`src/rtl/seq_det_ctrl_if.sv`:
```
// -----------------------------------------------------------------------------
// seq_det_ctrl_if
// Host-side bundle for the serial pattern-detector controller.
//   master : host / driver (drives configuration, run control, serial data)
//   slave  : seq_det_ctrl  (drives detect pulse, status and counters)
// Signals:
//   cfg_we, cfg_pattern, cfg_threshold, cfg_window : configuration load
//   start, abort                                   : run control
//   inp, inp_valid                                 : qualified serial input
//   det                                            : Mealy match pulse
//   busy, match_cnt                                : run status
//   done, done_status, done_ack                    : completion handshake
// -----------------------------------------------------------------------------
interface seq_det_ctrl_if #(
  parameter int PAT_W = 3,
  parameter int CNT_W = 8,
  parameter int WIN_W = 16
);
  logic             cfg_we;
  logic [PAT_W-1:0] cfg_pattern;
  logic [CNT_W-1:0] cfg_threshold;
  logic [WIN_W-1:0] cfg_window;
  logic             start;
  logic             abort;
  logic             inp;
  logic             inp_valid;
  logic             det;
  logic             busy;
  logic [CNT_W-1:0] match_cnt;
  logic             done;
  logic [1:0]       done_status;
  logic             done_ack;

  modport master (
    output cfg_we, cfg_pattern, cfg_threshold, cfg_window,
    output start, abort, inp, inp_valid, done_ack,
    input  det, busy, match_cnt, done, done_status
  );

  modport slave (
    input  cfg_we, cfg_pattern, cfg_threshold, cfg_window,
    input  start, abort, inp, inp_valid, done_ack,
    output det, busy, match_cnt, done, done_status
  );
endinterface

```
`src/rtl/seq_det_ctrl.sv`:
```
// -----------------------------------------------------------------------------
// seq_det_ctrl
// Arms, configures and supervises an overlapping Mealy serial pattern detector.
// A run is started from IDLE, counts matches while ARMED and finishes on abort,
// match threshold or cycle-window timeout, then waits in DONE for done_ack.
// Ports:
//   clk   : rising-edge clock
//   reset : synchronous, active-low reset
//   bus   : seq_det_ctrl_if slave modport (config, run control, serial data,
//           detect pulse, match count and done/ack handshake)
// -----------------------------------------------------------------------------
module seq_det_ctrl #(
  parameter int PAT_W = 3,
  parameter int CNT_W = 8,
  parameter int WIN_W = 16
) (
  input  logic          clk,
  input  logic          reset,
  seq_det_ctrl_if.slave bus
);

  localparam int HIST_W = PAT_W - 1;
  localparam int FILL_W = $clog2(PAT_W);
  localparam logic [FILL_W-1:0] FILL_FULL = FILL_W'(HIST_W);

  typedef enum logic [1:0] {
    IDLE  = 2'd0,
    ARMED = 2'd1,
    DONE  = 2'd2
  } state_e;

  typedef enum logic [1:0] {
    ST_NONE      = 2'b00,
    ST_THRESHOLD = 2'b01,
    ST_TIMEOUT   = 2'b10,
    ST_ABORT     = 2'b11
  } status_e;

  state_e            state_q,   state_d;
  status_e           status_q,  status_d;
  logic [PAT_W-1:0]  pat_q,     pat_d;
  logic [CNT_W-1:0]  thr_q,     thr_d;
  logic [WIN_W-1:0]  win_q,     win_d;
  logic [HIST_W-1:0] hist_q,    hist_d;
  logic [FILL_W-1:0] fill_q,    fill_d;
  logic [CNT_W-1:0]  cnt_q,     cnt_d;
  logic [WIN_W-1:0]  win_cnt_q, win_cnt_d;

  logic             det;
  logic [PAT_W-1:0] window_bits;
  logic [CNT_W:0]   cnt_inc;
  logic             thr_hit;
  logic             timeout;

  // Newest bit is the LSB, so the oldest history bit lines up with the
  // pattern MSB.
  assign window_bits = {hist_q, bus.inp};

  assign det = (state_q == ARMED) && bus.inp_valid && (fill_q >= FILL_FULL) &&
               (window_bits == pat_q);

  // One bit wider so a count of all-ones plus this match cannot wrap below
  // the threshold.
  assign cnt_inc = {1'b0, cnt_q} + 1'b1;
  assign thr_hit = (thr_q != '0) && det && (cnt_inc >= {1'b0, thr_q});
  assign timeout = (win_q != '0) && (win_cnt_q == win_q - 1'b1);

  always_comb begin
    // NOTE: every signal written here gets a default first; a path that left
    // one unassigned would infer a latch.
    state_d   = state_q;
    status_d  = status_q;
    pat_d     = pat_q;
    thr_d     = thr_q;
    win_d     = win_q;
    hist_d    = hist_q;
    fill_d    = fill_q;
    cnt_d     = cnt_q;
    win_cnt_d = win_cnt_q;

    unique case (state_q)
      IDLE: begin
        if (bus.cfg_we) begin
          pat_d = bus.cfg_pattern;
          thr_d = bus.cfg_threshold;
          win_d = bus.cfg_window;
        end
        if (bus.start) begin
          state_d   = ARMED;
          status_d  = ST_NONE;
          hist_d    = '0;
          fill_d    = '0;
          cnt_d     = '0;
          win_cnt_d = '0;
        end
      end

      ARMED: begin
        if (bus.inp_valid) begin
          hist_d = window_bits[HIST_W-1:0];
          if (fill_q < FILL_FULL) fill_d = fill_q + 1'b1;
        end
        if (det && (cnt_q != '1)) cnt_d = cnt_q + 1'b1;
        win_cnt_d = win_cnt_q + 1'b1;

        if (bus.abort) begin
          state_d  = DONE;
          status_d = ST_ABORT;
        end else if (thr_hit) begin
          state_d  = DONE;
          status_d = ST_THRESHOLD;
        end else if (timeout) begin
          state_d  = DONE;
          status_d = ST_TIMEOUT;
        end
      end

      DONE: begin
        if (bus.done_ack) state_d = IDLE;
      end

      default: state_d = IDLE;
    endcase
  end

  always_ff @(posedge clk) begin
    // NOTE: state registers use non-blocking assignments so every flop samples
    // the pre-edge values, independent of statement order.
    if (!reset) begin
      state_q   <= IDLE;
      status_q  <= ST_NONE;
      pat_q     <= PAT_W'(1);
      thr_q     <= CNT_W'(1);
      win_q     <= '0;
      hist_q    <= '0;
      fill_q    <= '0;
      cnt_q     <= '0;
      win_cnt_q <= '0;
    end else begin
      state_q   <= state_d;
      status_q  <= status_d;
      pat_q     <= pat_d;
      thr_q     <= thr_d;
      win_q     <= win_d;
      hist_q    <= hist_d;
      fill_q    <= fill_d;
      cnt_q     <= cnt_d;
      win_cnt_q <= win_cnt_d;
    end
  end

  assign bus.det         = det;
  assign bus.busy        = (state_q == ARMED);
  assign bus.done        = (state_q == DONE);
  assign bus.done_status = status_q;
  assign bus.match_cnt   = cnt_q;

endmodule

```
`src/flat_wrapper.sv`:
```
// flat-port wrapper written by rule: the top's interface ports become plain ports
module seq_det_ctrl_flat 
#(
  parameter int PAT_W = 3,
  parameter int CNT_W = 8,
  parameter int WIN_W = 16
)
  (clk, reset, bus_cfg_we, bus_cfg_pattern, bus_cfg_threshold, bus_cfg_window, bus_start, bus_abort, bus_inp, bus_inp_valid, bus_done_ack, bus_det, bus_busy, bus_match_cnt, bus_done, bus_done_status);
  seq_det_ctrl_if #(.PAT_W(PAT_W), .CNT_W(CNT_W), .WIN_W(WIN_W)) bus_i ();
  input  logic clk;
  input  logic reset;
  input wire logic [$bits(bus_i.cfg_we)-1:0] bus_cfg_we;
  input wire logic [$bits(bus_i.cfg_pattern)-1:0] bus_cfg_pattern;
  input wire logic [$bits(bus_i.cfg_threshold)-1:0] bus_cfg_threshold;
  input wire logic [$bits(bus_i.cfg_window)-1:0] bus_cfg_window;
  input wire logic [$bits(bus_i.start)-1:0] bus_start;
  input wire logic [$bits(bus_i.abort)-1:0] bus_abort;
  input wire logic [$bits(bus_i.inp)-1:0] bus_inp;
  input wire logic [$bits(bus_i.inp_valid)-1:0] bus_inp_valid;
  input wire logic [$bits(bus_i.done_ack)-1:0] bus_done_ack;
  output wire logic [$bits(bus_i.det)-1:0] bus_det;
  output wire logic [$bits(bus_i.busy)-1:0] bus_busy;
  output wire logic [$bits(bus_i.match_cnt)-1:0] bus_match_cnt;
  output wire logic [$bits(bus_i.done)-1:0] bus_done;
  output wire logic [$bits(bus_i.done_status)-1:0] bus_done_status;
  assign bus_i.cfg_we = bus_cfg_we;
  assign bus_i.cfg_pattern = bus_cfg_pattern;
  assign bus_i.cfg_threshold = bus_cfg_threshold;
  assign bus_i.cfg_window = bus_cfg_window;
  assign bus_i.start = bus_start;
  assign bus_i.abort = bus_abort;
  assign bus_i.inp = bus_inp;
  assign bus_i.inp_valid = bus_inp_valid;
  assign bus_i.done_ack = bus_done_ack;
  assign bus_det = bus_i.det;
  assign bus_busy = bus_i.busy;
  assign bus_match_cnt = bus_i.match_cnt;
  assign bus_done = bus_i.done;
  assign bus_done_status = bus_i.done_status;
  seq_det_ctrl #(.PAT_W(PAT_W), .CNT_W(CNT_W), .WIN_W(WIN_W)) u_core (.clk(clk), .reset(reset), .bus(bus_i));
endmodule
```
`config.mk`:
```
export PLATFORM = sky130hd
export DESIGN_NAME = seq_det_ctrl_flat
export DESIGN_NICKNAME = d
export VERILOG_FILES = /design/src/rtl/seq_det_ctrl_if.sv /design/src/rtl/seq_det_ctrl.sv /design/src/flat_wrapper.sv
export SDC_FILE = /design/constraint.sdc
export NUM_CORES = 1
export LEC_CHECK = 0
export BUFFER_PORTS_ARGS = -buffer_cell sky130_fd_sc_hd__buf_2
export CAP_MARGIN = 40
export CORE_MARGIN = 5
export CORE_UTILIZATION = 40
export CTS_BUF_LIST = sky130_fd_sc_hd__clkbuf_4 sky130_fd_sc_hd__clkbuf_8 sky130_fd_sc_hd__clkbuf_16
export DETAILED_ROUTE_END_ITERATION = 7
export GPL_ROUTABILITY_DRIVEN = 0
export GPL_TIMING_DRIVEN = 0
export HOLD_SLACK_MARGIN = 0.15
export PLACE_DENSITY = 0.71
export SYNTH_ARGS = -nofsm -noshare
export SYNTH_HDL_FRONTEND = slang
export SYNTH_SLANG_ARGS = --single-unit
export TNS_END_PERCENT = 1
```
`constraint.sdc`:
```
create_clock -name clk -period 2.7 [get_ports clk]
set_input_delay 0.27 -clock clk [delete_from_list [all_inputs] [get_ports clk]]
set_output_delay 0.27 -clock clk [all_outputs]
set_load 0.01 [all_outputs]
```
==> flow_metrics.tcl <==
set metrics [dict create \
    clock-sinks 59 \
    cpLargestDelayFamily "simple AND/OR/NAND/NOR gates" \
    dpl_cell_area_um2 3870 \
    whs_ns 0.167 \
    synth.most_common_cell "nand2_1" \
    p_per_area_nw_per_um2 525 \
    synth_commonest_cells "nand2_1, dfxtp_1, a21boi_0, nor2_1, xnor2_1" \
    ys.flop_type "dfxtp_1" \
    ant_nets 0 \
    maxCapViolations 0 \
    crit_path_start_kind "flop" \
    peakVddDrop_mv 0.313 \
    wire_per_inst_um 15.3 \
    n_fill_cell 864 \
    clkTransAtPathRegs_ns 0.07 \
    slew_headroom_pct 59.5 \
    die_y_um 104 \
    fp-row-count 34 \
    synth_top_area_cell "dfxtp_1" \
    hp-class "in2reg" \
    io_pins 48 \
    grt_start_max_net_pins 11 \
    worstSetupPathType "reg2reg" \
    coreArea_um2 8640 \
    p_total_uw 2170 \
    die_w_um 104 \
    synth.ff_latch_count 59 \
    fin_crit_sh_pct 94.4 \
    yosysSeqAreaShare_pct 33.7 \
    final_nets 538 \
    final_core_util_pct 48.0 \
    grt.overflow.total 0 \
    h-tree-depth 3 \
    dieArea_um2 10700 \
    cts_inserted_buffers 9 \
    dp_cells 587 \
    diodes 0 \
    syn_inst 433 \
    grt_pass1_wl_um 15300 \
    start_util_pct 40.6 \
    root_buffer "clkbuf_8" \
    critPathBufInv 1 \
    grt_pass1_vias 3109 \
    ctsLongestPathBuffers 2 \
    worstPathCellList "inv_1 > ha_4 > nor2b_1 > or3_2 > a311oi_2 > nand4_1 > a2111o_1 > nor4_2 > a211o_1" \
    dr.pass1.iters 5 \
    synth.net_count 480 \
    final_cells 604 \
    final_area_um2 4140 \
    slowest_stage "or3_2" \
    tightest_slew_ns 0.601 \
    skew_ns 0.00924 \
    arrival_ns 2.83 \
    cp-end-kind "flop" \
    drv_slew 0 \
    port_buffers 46 \
    rsz0062_at_grt "no" \
    drive_above_1_share_pct 20.0 \
    antenna_found_initial 0 \
    setup_viol 0 \
    place_hpwl_um 6980 \
    max_freq_mhz 392 \
    required_ns 2.98 \
    cp_max_fo 7 \
    avgSynthCellArea_um2 8.10 \
    ys_warn_count 0 \
    synthesis.area_um2 3510 \
    synth_cell_types 60 \
    viasPerCell 5.49 \
    grt_usage_pct 17.1 \
    final_hold_viol_count 0 \
    synthToLayoutAreaGrowth_pct 18.1 \
    drc 0 \
    cts_tree "yes" \
    crit_path_max_incr_delay_ns 0.46 \
    status "finished, final reports clean" \
    drt-total-wl_um 9220 \
    drt_iter0_markers 252 \
    synth_edf_count 0 \
    p_leak_uw 0.00163 \
    synth.top_cells.by_area "dfxtp_1, nand2_1, a21boi_0, xnor2_1, ha_1" \
    period_minus_slack_ns 2.55 \
    vias 3314 \
    synth_top_area_share_pct 33.7 \
    async_flop_share_pct 0 \
    clk_latency_ns 0.34 \
]
[layout by cell type, fill, tap and decap left out, drive strengths merged, types with 8 or more instances in the layout]
cell / netlist / layout
clkbuf: 18 / 29
a21boi: 34 / 34
nor2: 29 / 29
dfxtp: 59 / 59
a21oi: 10 / 10
nor2b: 13 / 13
o21ai: 16 / 16
xnor2: 20 / 20
o211ai: 8 / 8
nand3: 13 / 13
xor2: 13 / 13
buf: 3 / 49
inv: 15 / 15
nor3: 10 / 10
ha: 12 / 12
nand2: 80 / 80
[path summary, 6_finish.rpt]
check	startpoint	to	slack, ns	cells after the start
hold / removal	bus_cfg_threshold[0]	u_core.thr_q[0]	0.17	3
hold reg to reg	u_core.thr_q[5]	u_core.thr_q[5]	0.47	2
setup / recovery	u_core.win_q[1]	u_core.bus.done_status[1]	0.15	9
setup reg to reg	u_core.win_q[1]	u_core.bus.done_status[1]	0.15	9
[logic make-up (layout without fill, tap and decap cells)]
group,Yosys count,count (layout),synth area share (%)
buffers and inverters,36,99,4.64
adders and majority gates,12,12,4.28
and+or+nand+nor,190,190,27.6
AOI/OAI and AO/OA,97,97,19.8
xor gates and xnor gates,33,33,8.24
DFF,59,59,33.7
muxes,6,6,1.82
[per-stage QoR]
step	TNS [ns]	setup WS, ns
6_report	0	0.152
5_1_grt	0	0.0127
4_1_cts	0	0.00897
3_5_place_dp	-0.168	-0.0792
3_3_place_gp	-0.0585	-0.0293
2_1_floorplan	0	0.168
[worst reg2reg max path, delay by kind of cell, from the launching register on]
family                   cells  cell delay [ns]
adder cells (fa/ha/maj)      1             0.19
buffers and inverters        1             0.10
AND/OR/NAND/NOR              4             1.02
flip-flops                   1             0.38
AO/OA/AOI/OAI                3             0.81
[report_power, final]
group          leakage (µW)  switching [µW]  total [µW]  internal [µW]
combinational       0.00104             229         409            181
sequential         0.000483            44.0         949            905
clock              0.000103             359         816            457
[state kept, by name, indices dropped and copies added (netlist names)]
name / cells
u_core.bus.match_cnt: 8
u_core.hist_q: 2
u_core.fill_q: 2
u_core.thr_q: 8
u_core.pat_q: 3
u_core.win_cnt_q: 16
u_core.win_q: 16
u_core.bus.done_status: 2
u_core.state_q: 2
[layout make-up]
type / count / area (µm²) / share of cell area [%]
well taps: 108 / 135 / 3.26
inverters: 15 / 56.3 / 1.36
clock inverters: 5 / 52.6 / 1.27
clock buffers: 11 / 145 / 3.50
plain buffers: 21 / 106 / 2.57
multi-input cells: 338 / 2220 / 53.5
flip-flops and latches: 59 / 1190 / 28.7
repair buffers: 47 / 240 / 5.80
[timing repair]
| action | CTS | global route |
|---|---|---|
| gates resized for setup | 4 | 14 |
| hold buffers | 1 | 0 |
| endpoints found under the hold margin | 1 | 0 |
| pin swaps | 0 | 2 |
| setup endpoints to repair | 4 | 4 |
| setup buffers | 0 | 0 |
[layer usage]
layer  global-route usage [%]  share of wire (%)  vias up
li1                         -                  -     1628
met1                     23.8                 47     1574
met2                     26.9                 45      103
met3                     2.30                6.0        9
met4                     6.66                1.5        0
met5                        0                  0        -
No activity file was read; power rests on OpenSTA's default activity.
